==> config.mk <==
export PLATFORM = sky130hd
export DESIGN_NAME = sopc_io_panel
export DESIGN_NICKNAME = d
export VERILOG_FILES = /design/src/rtl/sopc_io_pkg.sv /design/src/rtl/io_debounce.sv /design/src/rtl/sopc_io_panel.sv
export SDC_FILE = /design/constraint.sdc
export NUM_CORES = 1
export LEC_CHECK = 0
export BUFFER_PORTS_ARGS = -buffer_cell sky130_fd_sc_hd__buf_2
export CORE_ASPECT_RATIO = 0.75
export CORE_MARGIN = 8
export CORE_UTILIZATION = 55
export CTS_CLUSTER_SIZE = 10
export DETAILED_ROUTE_END_ITERATION = 8
export HOLD_SLACK_MARGIN = 0.05
export PLACE_DENSITY_LB_ADDON = 0.15
export SLEW_MARGIN = 20
export SYNTH_ARGS = -nofsm -noshare
export SYNTH_HDL_FRONTEND = slang
export SYNTH_SLANG_ARGS = --single-unit
==> constraint.sdc <==
create_clock -name clk_100mhz -period 2.5 [get_ports clk_100mhz]
set_input_delay 0.25 -clock clk_100mhz [delete_from_list [all_inputs] [get_ports clk_100mhz]]
set_output_delay 0.25 -clock clk_100mhz [all_outputs]
set_load 0.05 [all_outputs]
==> src/rtl/sopc_io_pkg.sv <==
// Shared definitions for the SOPC front-panel controller: register map and
// seven-segment encoding.
package sopc_io_pkg;

  localparam logic [2:0] REG_DISP = 3'd0;
  localparam logic [2:0] REG_CTRL = 3'd1;
  localparam logic [2:0] REG_LED  = 3'd2;
  localparam logic [2:0] REG_STAT = 3'd3;
  localparam logic [2:0] REG_EVT  = 3'd4;

  localparam logic [7:0] SEG_ALL_OFF = 8'hFF;

  // Active-low segments {g,f,e,d,c,b,a}.
  function automatic logic [6:0] hex_to_seg(input logic [3:0] hex);
    logic [6:0] seg;
    case (hex)
      4'h0: seg = 7'h40;
      4'h1: seg = 7'h79;
      4'h2: seg = 7'h24;
      4'h3: seg = 7'h30;
      4'h4: seg = 7'h19;
      4'h5: seg = 7'h12;
      4'h6: seg = 7'h02;
      4'h7: seg = 7'h78;
      4'h8: seg = 7'h00;
      4'h9: seg = 7'h10;
      4'hA: seg = 7'h08;
      4'hB: seg = 7'h03;
      4'hC: seg = 7'h46;
      4'hD: seg = 7'h21;
      4'hE: seg = 7'h06;
      default: seg = 7'h0E;
    endcase
    return seg;
  endfunction

endpackage

==> src/rtl/io_debounce.sv <==
// Two-flop synchroniser followed by a per-bit stability counter; a bit's
// debounced value follows its synced value only after DB_CYC stable cycles.
module io_debounce #(
  parameter int unsigned WIDTH  = 1,
  parameter int unsigned DB_CYC = 2
) (
  input  logic             clk_i,
  input  logic             rst_ni,
  input  logic [WIDTH-1:0] raw_i,
  output logic [WIDTH-1:0] db_o
);

  localparam int unsigned CntW = (DB_CYC > 1) ? $clog2(DB_CYC) : 1;
  localparam logic [CntW-1:0] CntMax = CntW'(DB_CYC - 1);

  logic [WIDTH-1:0] sync1_q, sync2_q;
  logic [WIDTH-1:0] db_q, db_d;
  logic [CntW-1:0]  cnt_q [WIDTH];
  logic [CntW-1:0]  cnt_d [WIDTH];

  // Counter only runs while a change is pending; any bounce back restarts it.
  always_comb begin
    db_d = db_q;
    for (int i = 0; i < WIDTH; i++) begin
      cnt_d[i] = '0;
      if (sync2_q[i] != db_q[i]) begin
        if (cnt_q[i] == CntMax) begin
          db_d[i] = sync2_q[i];
        end else begin
          cnt_d[i] = cnt_q[i] + CntW'(1);
        end
      end
    end
  end

  always_ff @(posedge clk_i or negedge rst_ni) begin
    if (!rst_ni) begin
      sync1_q <= '0;
      sync2_q <= '0;
      db_q    <= '0;
      for (int i = 0; i < WIDTH; i++) begin
        cnt_q[i] <= '0;
      end
    end else begin
      sync1_q <= raw_i;
      sync2_q <= sync1_q;
      db_q    <= db_d;
      for (int i = 0; i < WIDTH; i++) begin
        cnt_q[i] <= cnt_d[i];
      end
    end
  end

  assign db_o = db_q;

endmodule

==> src/rtl/sopc_io_panel.sv <==
// Memory-mapped front-panel controller: seven-segment scan, button/switch
// debounce with sticky press events, and LED drive.
module sopc_io_panel
  import sopc_io_pkg::*;
#(
  parameter int unsigned NUM_DIGITS  = 4,
  parameter int unsigned NUM_BTN     = 5,
  parameter int unsigned NUM_SW      = 8,
  parameter int unsigned NUM_LED     = 8,
  parameter int unsigned CLK_HZ      = 100_000_000,
  parameter int unsigned SCAN_HZ     = 1000,
  parameter int unsigned DEBOUNCE_MS = 10
) (
  input  logic                  clk_100mhz,
  input  logic                  rst_n,
  input  logic                  io_ce,
  input  logic                  io_we,
  input  logic [2:0]            io_addr,
  input  logic [31:0]           io_wdata,
  output logic [31:0]           io_rdata,
  input  logic [NUM_BTN-1:0]    btn,
  input  logic [NUM_SW-1:0]     sw,
  output logic [7:0]            seg,
  output logic [NUM_DIGITS-1:0] an,
  output logic [NUM_LED-1:0]    led
);

  localparam int unsigned SCAN_DIV = CLK_HZ / (SCAN_HZ * NUM_DIGITS);
  localparam int unsigned DB_CYC   = CLK_HZ / 1000 * DEBOUNCE_MS;
  localparam int unsigned PreW     = (SCAN_DIV > 1) ? $clog2(SCAN_DIV) : 1;
  localparam int unsigned DigW     = (NUM_DIGITS > 1) ? $clog2(NUM_DIGITS) : 1;
  localparam logic [PreW-1:0] PreMax = PreW'(SCAN_DIV - 1);
  localparam logic [DigW-1:0] DigMax = DigW'(NUM_DIGITS - 1);

  logic [NUM_BTN-1:0] btn_db;
  logic [NUM_SW-1:0]  sw_db;

  io_debounce #(.WIDTH(NUM_BTN), .DB_CYC(DB_CYC)) u_btn_db (
    .clk_i (clk_100mhz),
    .rst_ni(rst_n),
    .raw_i (btn),
    .db_o  (btn_db)
  );

  io_debounce #(.WIDTH(NUM_SW), .DB_CYC(DB_CYC)) u_sw_db (
    .clk_i (clk_100mhz),
    .rst_ni(rst_n),
    .raw_i (sw),
    .db_o  (sw_db)
  );

  logic [4*NUM_DIGITS-1:0] disp_q, disp_d;
  logic [NUM_DIGITS-1:0]   dp_q, dp_d, blank_q, blank_d, an_q, an_d;
  logic [NUM_LED-1:0]      led_q, led_d;
  logic [NUM_BTN-1:0]      evt_q, evt_d, btn_prev_q;
  logic [31:0]             rdata_q, rdata_d, rd_word;
  logic [PreW-1:0]         presc_q, presc_d;
  logic [DigW-1:0]         digit_q, digit_d;
  logic [7:0]              seg_q, seg_d;
  logic [DigW+1:0]         nib_idx;
  logic                    wrap;
  logic                    unused_wdata;

  assign unused_wdata = ^io_wdata;

  always_comb begin
    disp_d  = disp_q;
    dp_d    = dp_q;
    blank_d = blank_q;
    led_d   = led_q;
    evt_d   = evt_q;
    if (io_ce && io_we) begin
      case (io_addr)
        REG_DISP: disp_d = io_wdata[4*NUM_DIGITS-1:0];
        REG_CTRL: begin
          dp_d    = io_wdata[NUM_DIGITS-1:0];
          blank_d = io_wdata[8 +: NUM_DIGITS];
        end
        REG_LED:  led_d = io_wdata[NUM_LED-1:0];
        REG_EVT:  evt_d = evt_q & ~io_wdata[NUM_BTN-1:0];
        default:  ;
      endcase
    end
    // A new press is OR-ed in after the clear so it is never lost.
    evt_d = evt_d | (btn_db & ~btn_prev_q);
  end

  always_comb begin
    rd_word = '0;
    case (io_addr)
      REG_DISP: rd_word[4*NUM_DIGITS-1:0] = disp_q;
      REG_CTRL: begin
        rd_word[NUM_DIGITS-1:0]    = dp_q;
        rd_word[8 +: NUM_DIGITS]   = blank_q;
      end
      REG_LED:  rd_word[NUM_LED-1:0] = led_q;
      REG_STAT: begin
        rd_word[NUM_BTN-1:0]     = btn_db;
        rd_word[16 +: NUM_SW]    = sw_db;
      end
      REG_EVT:  rd_word[NUM_BTN-1:0] = evt_q;
      default:  ;
    endcase
    rdata_d = (io_ce && !io_we) ? rd_word : rdata_q;
  end

  // an/seg latch the current digit at the wrap, then the index advances.
  always_comb begin
    wrap    = (presc_q == PreMax);
    presc_d = wrap ? '0 : presc_q + PreW'(1);
    digit_d = digit_q;
    an_d    = an_q;
    seg_d   = seg_q;
    nib_idx = {digit_q, 2'b00};
    if (wrap) begin
      digit_d = (digit_q == DigMax) ? '0 : digit_q + DigW'(1);
      an_d    = '1;
      if (!blank_q[digit_q]) begin
        an_d[digit_q] = 1'b0;
      end
      seg_d = {~dp_q[digit_q], hex_to_seg(disp_q[nib_idx +: 4])};
    end
  end

  always_ff @(posedge clk_100mhz or negedge rst_n) begin
    if (!rst_n) begin
      disp_q     <= '0;
      dp_q       <= '0;
      blank_q    <= '0;
      led_q      <= '0;
      evt_q      <= '0;
      btn_prev_q <= '0;
      rdata_q    <= '0;
      presc_q    <= '0;
      digit_q    <= '0;
      an_q       <= '1;
      seg_q      <= SEG_ALL_OFF;
    end else begin
      disp_q     <= disp_d;
      dp_q       <= dp_d;
      blank_q    <= blank_d;
      led_q      <= led_d;
      evt_q      <= evt_d;
      btn_prev_q <= btn_db;
      rdata_q    <= rdata_d;
      presc_q    <= presc_d;
      digit_q    <= digit_d;
      an_q       <= an_d;
      seg_q      <= seg_d;
    end
  end

  assign io_rdata = rdata_q;
  assign an       = an_q;
  assign seg      = seg_q;
  assign led      = led_q;

endmodule
==> impl_metrics.ini, run 1 <==
[clocking]
cts_max_path_buffers = 3
h-tree-depth = 2
path_clk_slew_ns = 0.06
tritoncts = built
clockRootBuffer = clkbuf_16
clkSinkCount = 394
clk_latency_ns = 0.54
postCtsSetupRepairBufs = 0
cts_made_buffers = 45

[flow_run]
drv_cap = 0

[critical_path]
arrival_ns = 2.53
crit_type = flop to flop
endpoint_kind = flop
timing.rr.end = u_btn_db.db_o[4]
crit_chain = nand3_2 > or4b_4 > or4_1 > mux2_1
worst_ep_required_time_ns = 2.91
r2r-start = u_btn_db.cnt_q[16]
path_max_fanout = 5
worst-r2r-setup-slack_ns = 0.38
slowest_delay_ns = 0.57
cpMaxStageDelayCell = or4_1
r2r_cells = 4
critPathLaunchType = flop

[synthesis]
ys_types = 57
synthMuxAreaShare_pct = 4.65
synthTopCellsByArea = dfrtp_1 51%, nor2_1 4.3%, xnor2_1 4.1%
synth_compound_area_share_pct = 8.13
synth_xor_area_share_pct = 8.26
synth_seq_cells = 394
postSynthCellCount = 1786
synth_fa_ha_area_share_pct = 1.61
yosysWarnings = 0
yosysSeqAreaShare_pct = 52.9
ys.flop_type = dfrtp_1
synth_edf_count = 0
syn_area_um2 = 18700
synth_top_area_share_pct = 51.2
async_flop_share_pct = 100
avgSynthCellArea_um2 = 10.4
synthSimpleGateAreaFrac_pct = 21.4
synth_top_family_by_area = simple AND/OR/NAND/NOR gates
synth_top_cell_by_area = dfrtp_1

[timing]
fin_crit_sh_pct = 84.7
max_freq_mhz = 472
drv_slew = 0
min_period_ns = 2.12
hold_viol = 0
hold_ws_ns = 0.153
fin_setup_tns_ns = 0
finalSetupViolCount = 0
setup_slack_ns = 0.383
skew_ns = 0.0114
grt_setup_unrepaired = false

[die]
ios = 104
core_um2 = 33500
initial_utilization_pct = 55.8
dieWidth_um = 229
die_area_um2 = 40100
fp.dieH_um = 176
rows = 58

[placed_design]
port_buffers = 79
gp_congestion = 0.813
post-place-ws_ns = 0.391
hpwl_um = 27100
place_inst = 2295

[global_routing]
grt_pass1_vias = 13400
track_usage_pct = 19.8
overflow = 0
grt_pass1_wl_um = 67400
grt_antenna_before_repair = 0
grt_max_degree = 76

[layout]
stdcell_count = 2392
syn2layout_area_growth_pct = 13.9
drive_above_1_share_pct = 13.5
final_util_pct = 63.5
nets = 1998
num_antenna_cells = 0

[drt]
drt_wl_total_um = 39300
vias_per_cell = 5.74
drtIter0Drc = 957
vias = 13700
firstDrtPassIters = 5
wl_per_cell_um = 16.4
remaining_drc_errors = 0
ant_nets = 0

[pwr]
clockPowerShare_pct = 41.6
pwr-share-seq_pct = 49.9
p_leak_nw = 8.95
p_int_mw = 10.3
power.switching_mw = 3.32
p_sw_share_pct = 24.4
power.share.combinational_pct = 8.5
ir_drop_v = 0.000454
cellPowerDensity_nw_per_um2 = 641

[worst_hold_path]
hold_depth = 3
hold-path-endpoint = led[4]
hold_path_startpoint = io_we
min_path_type = primary input to flop

[outcome]
status = finished, final reports clean
-- placed cells by master (no fill, tap or decap), types with 24 or more instances in the layout --
cell	count
nand4_1	49
xor2_1	88
ha_1	24
o31ai_1	40
or4_1	50
nor2_1	215
inv_1	58
mux2_2	47
nor3_1	26
xnor2_1	88
dfrtp_1	382
a21oi_1	92
nor4_1	33
nand3_1	100
o21ai_0	67
clkbuf_16	45
dlygate4sd3_1	30
buf_2	78
or3_1	53
nand2_1	112
buf_4	38
-- per-stage QoR --
step / cell area [um^2] / total power [mW]
after global placement: 19700 / 8.01
after CTS: 21200 / 13.8
after floorplan: 18700 / 7.58
after detailed placement: 19700 / 8.03
final: 21200 / 13.6
after global routing: 21200 / 14.2
-- final cells by class --
type | count | area (um^2)
sequential | 394 | 9870
fill | 2733 | 12200
multi-input combinational | 1271 | 8290
clock buffer | 67 | 1210
timing repair buffer | 152 | 1090
tap | 450 | 563
inverter | 58 | 218
-- flip-flops by register name (all words and copies together), names as in the netlist, 8 cells and up --
| signal | cells |
|---|---|
| u_sw_db.cnt_q | 160 |
| u_sw_db.sync1_q | 8 |
| seg | 8 |
| led | 8 |
| u_sw_db.sync2_q | 8 |
| u_sw_db.db_o | 8 |
| io_rdata | 24 |
| presc_q | 15 |
| u_btn_db.cnt_q | 100 |
| disp_q | 16 |
-- cell usage after synthesis, types with 49 or more instances --
cell type	n
dfrtp_1	382
nor2_1	215
nand2_1	112
nand3_1	100
a21oi_1	92
xnor2_1	88
xor2_1	88
o21ai_0	67
inv_1	58
or3_1	53
or4_1	50
nand4_1	49
-- cell families (layout without fill, tap and decap cells) --
| logic type | after synthesis | after routing |
|---|---|---|
| and+or+nand+nor | 750 | 750 |
| DFF | 394 | 394 |
| AOI/OAI and AO/OA | 242 | 242 |
| xor gates and xnor gates | 176 | 176 |
| buffers and inverters | 128 | 277 |
| muxes | 71 | 71 |
| adders and majority gates | 24 | 24 |
| other | 1 | 8 |
-- worst max path at each step --
stage,slack (ns),cells after the start,to,start
2_1_floorplan,0.43,5,u_sw_db.db_o[6],u_sw_db.cnt_q[26]
3_3_place_gp,0.43,5,u_sw_db.cnt_q[24],u_sw_db.cnt_q[35]
3_5_place_dp,0.39,4,u_btn_db.db_o[4],u_btn_db.cnt_q[16]
4_1_cts,0.37,4,u_btn_db.db_o[4],u_btn_db.cnt_q[16]
5_1_grt,0.26,5,u_sw_db.cnt_q[98],u_sw_db.cnt_q[80]
6_report,0.38,4,u_btn_db.db_o[4],u_btn_db.cnt_q[16]
-- what timing repair did --
action,4_1_cts,5_1_grt
endpoints found under the hold margin,136,0
hold buffers,30,0
resized for setup,0,0
-- metal layers --
metal	share of wire [%]	track usage, %	vias up
met5	0	0	-
met4	1.9	5.07	0
met3	4.6	3.42	60
met2	45	30.3	276
met1	48	29.0	6747
li1	-	-	6644
-- critical path, delay by kind of cell (launching register included) --
family	cells	cell delay, ns
and+or+nand+nor	3	1.24
DFF	1	0.42
muxes	1	0.33
-- power groups by stage --
| stage | Clock, mW | Combinational [mW] | Sequential [mW] |
|---|---|---|---|
| after floorplan | 0 | 0.543 | 7.03 |
| after global placement | 0 | 1.11 | 6.90 |
| after detailed placement | 0 | 1.13 | 6.91 |
| after CTS | 5.83 | 1.17 | 6.80 |
| after global routing | 6.08 | 1.27 | 6.83 |
| final | 5.66 | 1.15 | 6.80 |
(Power assumes the default switching activity.)
==> run 2: changes to the inputs <==
==> constraint.sdc (replaced) <==
create_clock -name clk_100mhz -period 1.8 [get_ports clk_100mhz]
set_input_delay 0.18 -clock clk_100mhz [delete_from_list [all_inputs] [get_ports clk_100mhz]]
set_output_delay 0.18 -clock clk_100mhz [all_outputs]
set_load 0.05 [all_outputs]
==> run 2 against run 1 <==
Effect of this change: the run now ends with negative setup slack left; first-iteration DRC count rose by 8.2%; clock skew rose by 0.0026 ns; via count rose by 9.5%; wire length rose by 17%; sequential share of layout area fell by 6.4 points; sequential power rose by 39%; largest power group unchanged; highest routed layer is now met5.
==> impl_metrics.ini, run 2 (same netlist as run 1, synthesis figures left out) <==
[outcome]
violations = negative setup slack
status = finished with violations

[layout]
syn2layout_area_growth_pct = 32.1
mostFrequentLayoutCells = 381 x dfrtp_1, 263 x buf_4, 164 x nor2_1, 109 x nand2_1
largest_reg_flops = 160
largest_register = u_sw_db.cnt_q
nets = 2268
fill_cells = 2301
final_util_pct = 73.7
final_common_cell = dfrtp_1
drive_above_1_share_pct = 33.0

[die]
fp.dieH_um = 176
core_um2 = 33500
ios = 104
initial_utilization_pct = 55.8
dieWidth_um = 229
rows = 58
die_area_um2 = 40100

[drt]
firstDrtPassIters = 5
wl_per_cell_um = 17.2
ant_nets = 0
remaining_drc_errors = 0
drtIter0Drc = 1035
vias = 15000
vias_per_cell = 5.64
drt_wl_total_um = 45900

[clocking]
path_clk_slew_ns = 0.06
clockRootBuffer = clkbuf_16
cts_made_buffers = 45
tritoncts = built
clkSinkCount = 394
clk_latency_ns = 0.55
h-tree-depth = 2
cts_max_path_buffers = 3

[critical_path]
arrival_ns = 2.40
timing.rr.end = u_sw_db.cnt_q[37]
path_max_fanout = 7
r2r_cells = 5
crit_type = flop to flop
worst_ep_required_time_ns = 2.21
endpoint_kind = flop
r2r-start = u_sw_db.cnt_q[33]
critPathLaunchType = flop
worst-r2r-setup-slack_ns = -0.19

[placed_design]
hpwl_um = 30600
gp_congestion = 0.848
post-place-ws_ns = -0.192
port_buffers = 79

[timing]
fin_crit_sh_pct = 110
min_period_ns = 1.99
drv_slew = 0
max_freq_mhz = 504
setup_slack_ns = -0.186
skew_ns = 0.0140
grt_setup_unrepaired = true
finalSetupViolCount = 112
hold_viol = 0

[pwr]
ir_drop_v = 0.000610
power.share.combinational_pct = 11.3
pwr-share-seq_pct = 47.7
clockPowerShare_pct = 41.1
p_int_mw = 14.8
power.switching_mw = 4.94
p_leak_nw = 10.5
cellPowerDensity_nw_per_um2 = 803
p_sw_share_pct = 25.0

[global_routing]
grt_antenna_before_repair = 4
track_usage_pct = 21.9
grt_max_degree = 58
overflow = 0
grt_pass1_wl_um = 74600
grt_pass1_vias = 15200

[flow_run]
drv_cap = 0

[worst_hold_path]
min_path_type = primary input to flop
hold_path_startpoint = io_addr[2]
hold-path-endpoint = io_rdata[3]
hold_depth = 4
-- run 2: changes by cell type in the layout (fill, tap and decap cells not counted), moves of 13 or more --
cell	previous run	this run
a21oi_1	92	57
a21oi_2	0	35
buf_4	38	263
buf_6	0	31
ha_1	24	11
nand3_1	100	77
nand3_2	1	19
nor2_1	215	164
nor2_2	0	35
nor2_4	0	16
or4_1	50	34
or4_4	2	18
-- run 2: per-stage QoR --
step                hold slack, ns  area [um^2]  TNS, ns  std cells  power (mW)
floorplan                   -0.116        18900    -3.41       1793        10.6
global placement             0.132        21700    -4.79       2518        11.4
detailed placement           0.138        21700    -9.28       2518        11.4
CTS                         0.0601        23700    -3.47       2634        19.8
global route                 0.123        24600   -17.11       2665        20.5
finish                      0.0884        24600   -10.66       2665        19.8
-- run 2: what timing repair did --
action,in CTS,in global routing
hold buffers,30,0
hold endpoints to repair,437,0
resized for setup,64,185
cloned,3,5
pin swaps,18,76
buffers inserted,15,24
setup endpoints to repair,205,198
-- run 2: critical path, cell delays in order (launching register included) --
cell	delay (ns)
dfrtp_1	0.39
or4_1	0.51
or4_4	0.53
o21ai_4	0.19
buf_6	0.18
a21oi_2	0.04
-- run 2: final cells by class --
class / instances / area [um^2] / area share [%]
sequential: 394 / 9880 / 40.1
multi-input combinational: 1271 / 9370 / 38.0
timing repair buffer: 422 / 3360 / 13.6
clock buffer: 67 / 1250 / 5.08
tap: 450 / 563 / 2.28
inverter: 58 / 220 / 0.893
clock inverter: 1 / 8.76 / 0.0355
antenna: 2 / 5.00 / 0.0203
-- run 2: power by group through the flow --
stage	Clock, mW	Sequential (mW)	Combinational, mW
global route	8.64	9.46	2.41
detailed placement	0	9.57	1.87
floorplan	0	9.78	0.796
global placement	0	9.56	1.83
finish	8.13	9.43	2.23
CTS	8.30	9.42	2.08
-- run 2: layer usage --
metal	GRT usage (%)	wire length, um	part of all wire [%]	vias to the layer above
met5	0	22	0.048	-
met4	6.65	953	2.1	4
li1	-	-	-	7178
met3	3.72	1680	3.7	73
met1	30.2	21100	46	7498
met2	35.3	22100	48	272
-- run 2: worst max path at each step --
stage / start / end / slack [ns] / cells past startpoint
6_report: u_sw_db.cnt_q[33] / u_sw_db.cnt_q[37] / -0.19 / 5
5_1_grt: digit_q[0] / seg[3] / -0.24 / 6
4_1_cts: u_sw_db.cnt_q[32] / u_sw_db.db_o[6] / -0.16 / 4
3_5_place_dp: u_sw_db.cnt_q[29] / u_sw_db.cnt_q[39] / -0.19 / 4
3_3_place_gp: u_sw_db.cnt_q[35] / u_sw_db.cnt_q[38] / -0.16 / 5
2_1_floorplan: u_sw_db.cnt_q[26] / u_sw_db.db_o[6] / -0.19 / 5
==> run 3: changes to the inputs <==
--- a/config.mk
+++ b/config.mk
@@ -5,10 +5,13 @@
 export SDC_FILE = /design/constraint.sdc
 export NUM_CORES = 1
 export LEC_CHECK = 0
+export ABC_AREA = 1
 export BUFFER_PORTS_ARGS = -buffer_cell sky130_fd_sc_hd__buf_2
+export CELL_PAD_IN_SITES_DETAIL_PLACEMENT = 1
+export CELL_PAD_IN_SITES_GLOBAL_PLACEMENT = 1
 export CORE_ASPECT_RATIO = 0.75
 export CORE_MARGIN = 8
-export CORE_UTILIZATION = 55
+export CORE_UTILIZATION = 42
 export CTS_CLUSTER_SIZE = 10
 export DETAILED_ROUTE_END_ITERATION = 8
 export HOLD_SLACK_MARGIN = 0.05
==> run 3 against run 2 <==
Effect of this change: the flow now finishes without violations; first-iteration DRC count is 21% lower; sequential power hardly changed; area after synthesis is 8.0% higher; setup slack better by 0.29 ns; wire length is 19% higher; worst hold slack better by 0.042 ns; highest routed layer unchanged.
==> impl_metrics.ini, run 3 <==
[outcome]
status = finished, final reports clean

[die]
core_um2 = 47400
fp.dieH_um = 206
ios = 104
initial_utilization_pct = 42.5
dieWidth_um = 269
die_area_um2 = 55300
rows = 69

[layout]
mostFrequentLayoutCells = 549 x nand2_1, 514 x nor2_1, 380 x dfrtp_1, 232 x inv_1, 163 x nand3_1
final_common_cell = nand2_1
largest_reg_flops = 160
stdcell_area_um2 = 23400
nets = 2752
largest_register = u_sw_db.cnt_q
drive_above_1_share_pct = 12.9
num_antenna_cells = 0
syn2layout_area_growth_pct = 15.9

[synthesis]
ys.flop_type = dfrtp_1
ys_types = 41
synthTopCellsByArea = dfrtp_1 47%, nand2_1 10%, nor2_1 9.6%
yosysMostFrequentCell = nand2_1
postSynthCellCount = 2488
synth_seq_cells = 394
ys_top_cells_by_count = 551 x nand2_1, 516 x nor2_1, 382 x dfrtp_1
synth_edf_count = 0
syn_area_um2 = 20200
synth_top_area_share_pct = 47.4
yosysSeqAreaShare_pct = 49.0
avgSynthCellArea_um2 = 8.10
synth_top_cell_by_area = dfrtp_1
async_flop_share_pct = 100
yosysWarnings = 0

[drt]
wl_per_cell_um = 16.4
remaining_drc_errors = 0
ant_nets = 0
drtIter0Drc = 819
firstDrtPassIters = 7
drt_wl_total_um = 54600
vias = 16800
vias_per_cell = 5.04

[timing]
skew_ns = 0.0176
finalSetupViolCount = 0
drv_slew = 0
hold_viol = 0
max_slew_margin_pct = 56.4
fin_setup_tns_ns = 0
min_period_ns = 1.70
tightest_slew_ns = 0.652
fin_crit_sh_pct = 94.2
hold_ws_ns = 0.131
max_freq_mhz = 590

[pwr]
p_int_mw = 14.7
cellPowerDensity_nw_per_um2 = 851
p_leak_nw = 10.1
ir_drop_v = 0.000624
total_power_mw = 19.9
pwr-share-seq_pct = 47.6
power.share.combinational_pct = 8.7
clockPowerShare_pct = 43.8
power.switching_mw = 5.19
p_sw_share_pct = 26.1

[worst_hold_path]
hold_depth = 4
min_path_type = primary input to flop

[clocking]
clkSinkCount = 394
clockRootBuffer = clkbuf_16
cts_made_buffers = 47
path_clk_slew_ns = 0.06
clk_latency_ns = 0.58
cts_max_path_buffers = 3
tritoncts = built
h-tree-depth = 2

[global_routing]
track_usage_pct = 20.1
grt_max_degree = 87
grt_pass1_wl_um = 91900
busiest_layer = met2
use_met1_pct = 27.7
grt_antenna_before_repair = 3
grt_pass1_vias = 18000
gr-usage-met3_pct = 4.19
met2_usage_pct = 31.7
overflow = 0

[placed_design]
hpwl_um = 40600
postPlaceCellArea_um2 = 21600
gp_congestion = 0.852
port_buffers = 79

[critical_path]
worstPathBufferInverterCount = 2
crit_type = flop to flop
r2r_cells = 12
arrival_ns = 2.20
critPathLaunchType = flop
slowest_delay_ns = 0.44
cpMaxStageDelayCell = dfrtp_2
cpMostUsedCell = nand2_1
critical-path-top-delay-family = simple AND/OR/NAND/NOR gates
path_max_fanout = 5
worst_ep_required_time_ns = 2.30
endpoint_kind = flop
cp.depth = 12
crit_chain = buf_4 > nand2_1 > nand3_1 > nand2_2 > inv_2 > ha_1 > nand3_2 > nand2_1 > nand2_1 > nand2_1 > nand2_1 > nand2_1

[flow_run]
drv_cap = 0
-- run 3: changes by cell type in the layout (fill, tap and decap cells not counted), moves of 41 or more --
cell and change:
nand2_1 +440, nor2_1 +350, buf_4 -224, inv_1 +179, nand3_1 +86, nor3_1 +52
mux2_2 -44, or3_1 -42, xnor2_1 -41
-- run 3: routing by layer --
layer	vias up	part of all wire (%)	wire length, um
li1	8249	-	-
met1	8251	49	26500
met2	211	44	24300
met3	92	4.3	2370
met4	6	2.6	1410
met5	-	0.073	40
-- run 3: stage by stage --
stage          worst slack [ns]  std cells  util [%]
2_1_floorplan             0.164       2495         -
3_3_place_gp              0.103       3228      45.6
3_5_place_dp          0.0000195       3228      45.6
4_1_cts                  0.0423       3332      49.1
5_1_grt                 -0.0231       3338      49.3
6_report                  0.104       3338      49.3
-- run 3: kinds of logic after synthesis --
logic type | count (synthesis) | share of synthesized area (%)
AO/OA/AOI/OAI | 154 | 4.40
buffers and inverters | 277 | 5.49
other | 1 | 0.0186
flip-flops | 394 | 49.0
multiplexers | 1 | 0.0559
adder cells (fa/ha/maj) | 24 | 1.49
AND/OR/NAND/NOR | 1480 | 32.7
XOR/XNOR | 157 | 6.82
-- run 3: final cells by class --
class / count / area (um^2)
fill: 5776 / 24000
multi-input combinational: 1824 / 9250
clock buffer: 67 / 1310
clock inverter: 5 / 36.3
timing repair buffer: 156 / 1140
tap: 639 / 800
sequential: 394 / 9880
inverter: 253 / 952
-- run 3: timing repair --
action                     4_1_cts  5_1_grt
cloned                           0        0
setup endpoints to repair        2       17
pin swaps                        0        3
gates resized for setup          2       12
hold buffers                    32        0
setup buffers                    0        6
hold endpoints to repair       435        0
-- run 3: power by group through the flow --
stage	Sequential (mW)	Combinational [mW]	Clock (mW)
after floorplan	9.77	0.747	0
after global placement	9.59	1.61	0
after detailed placement	9.60	1.67	0
after CTS	9.45	1.74	9.01
after global routing	9.49	1.93	9.31
final	9.45	1.72	8.70
-- run 3: worst min-delay path: cells and delay by family --
| kind | cells | cell delay [ns] |
|---|---|---|
| compound gates | 1 | 0.07 |
| buf+inv | 1 | 0.13 |
| simple gates | 2 | 0.29 |
-- run 3: worst paths after layout --
| check | endpoint | slack (ns) | from |
|---|---|---|---|
| min reg2reg | u_btn_db.sync2_q[3] | 0.34 | u_btn_db.sync1_q[3] |
| min in group asynchronous | u_sw_db.cnt_q[132] | 0.24 | rst_n |
| max | seg[3] | 0.10 | digit_q[0] |
| max in group asynchronous | u_sw_db.cnt_q[88] | 0.51 | rst_n |
| max reg2reg | seg[3] | 0.10 | digit_q[0] |
| min | dp_q[1] | 0.13 | io_addr[1] |
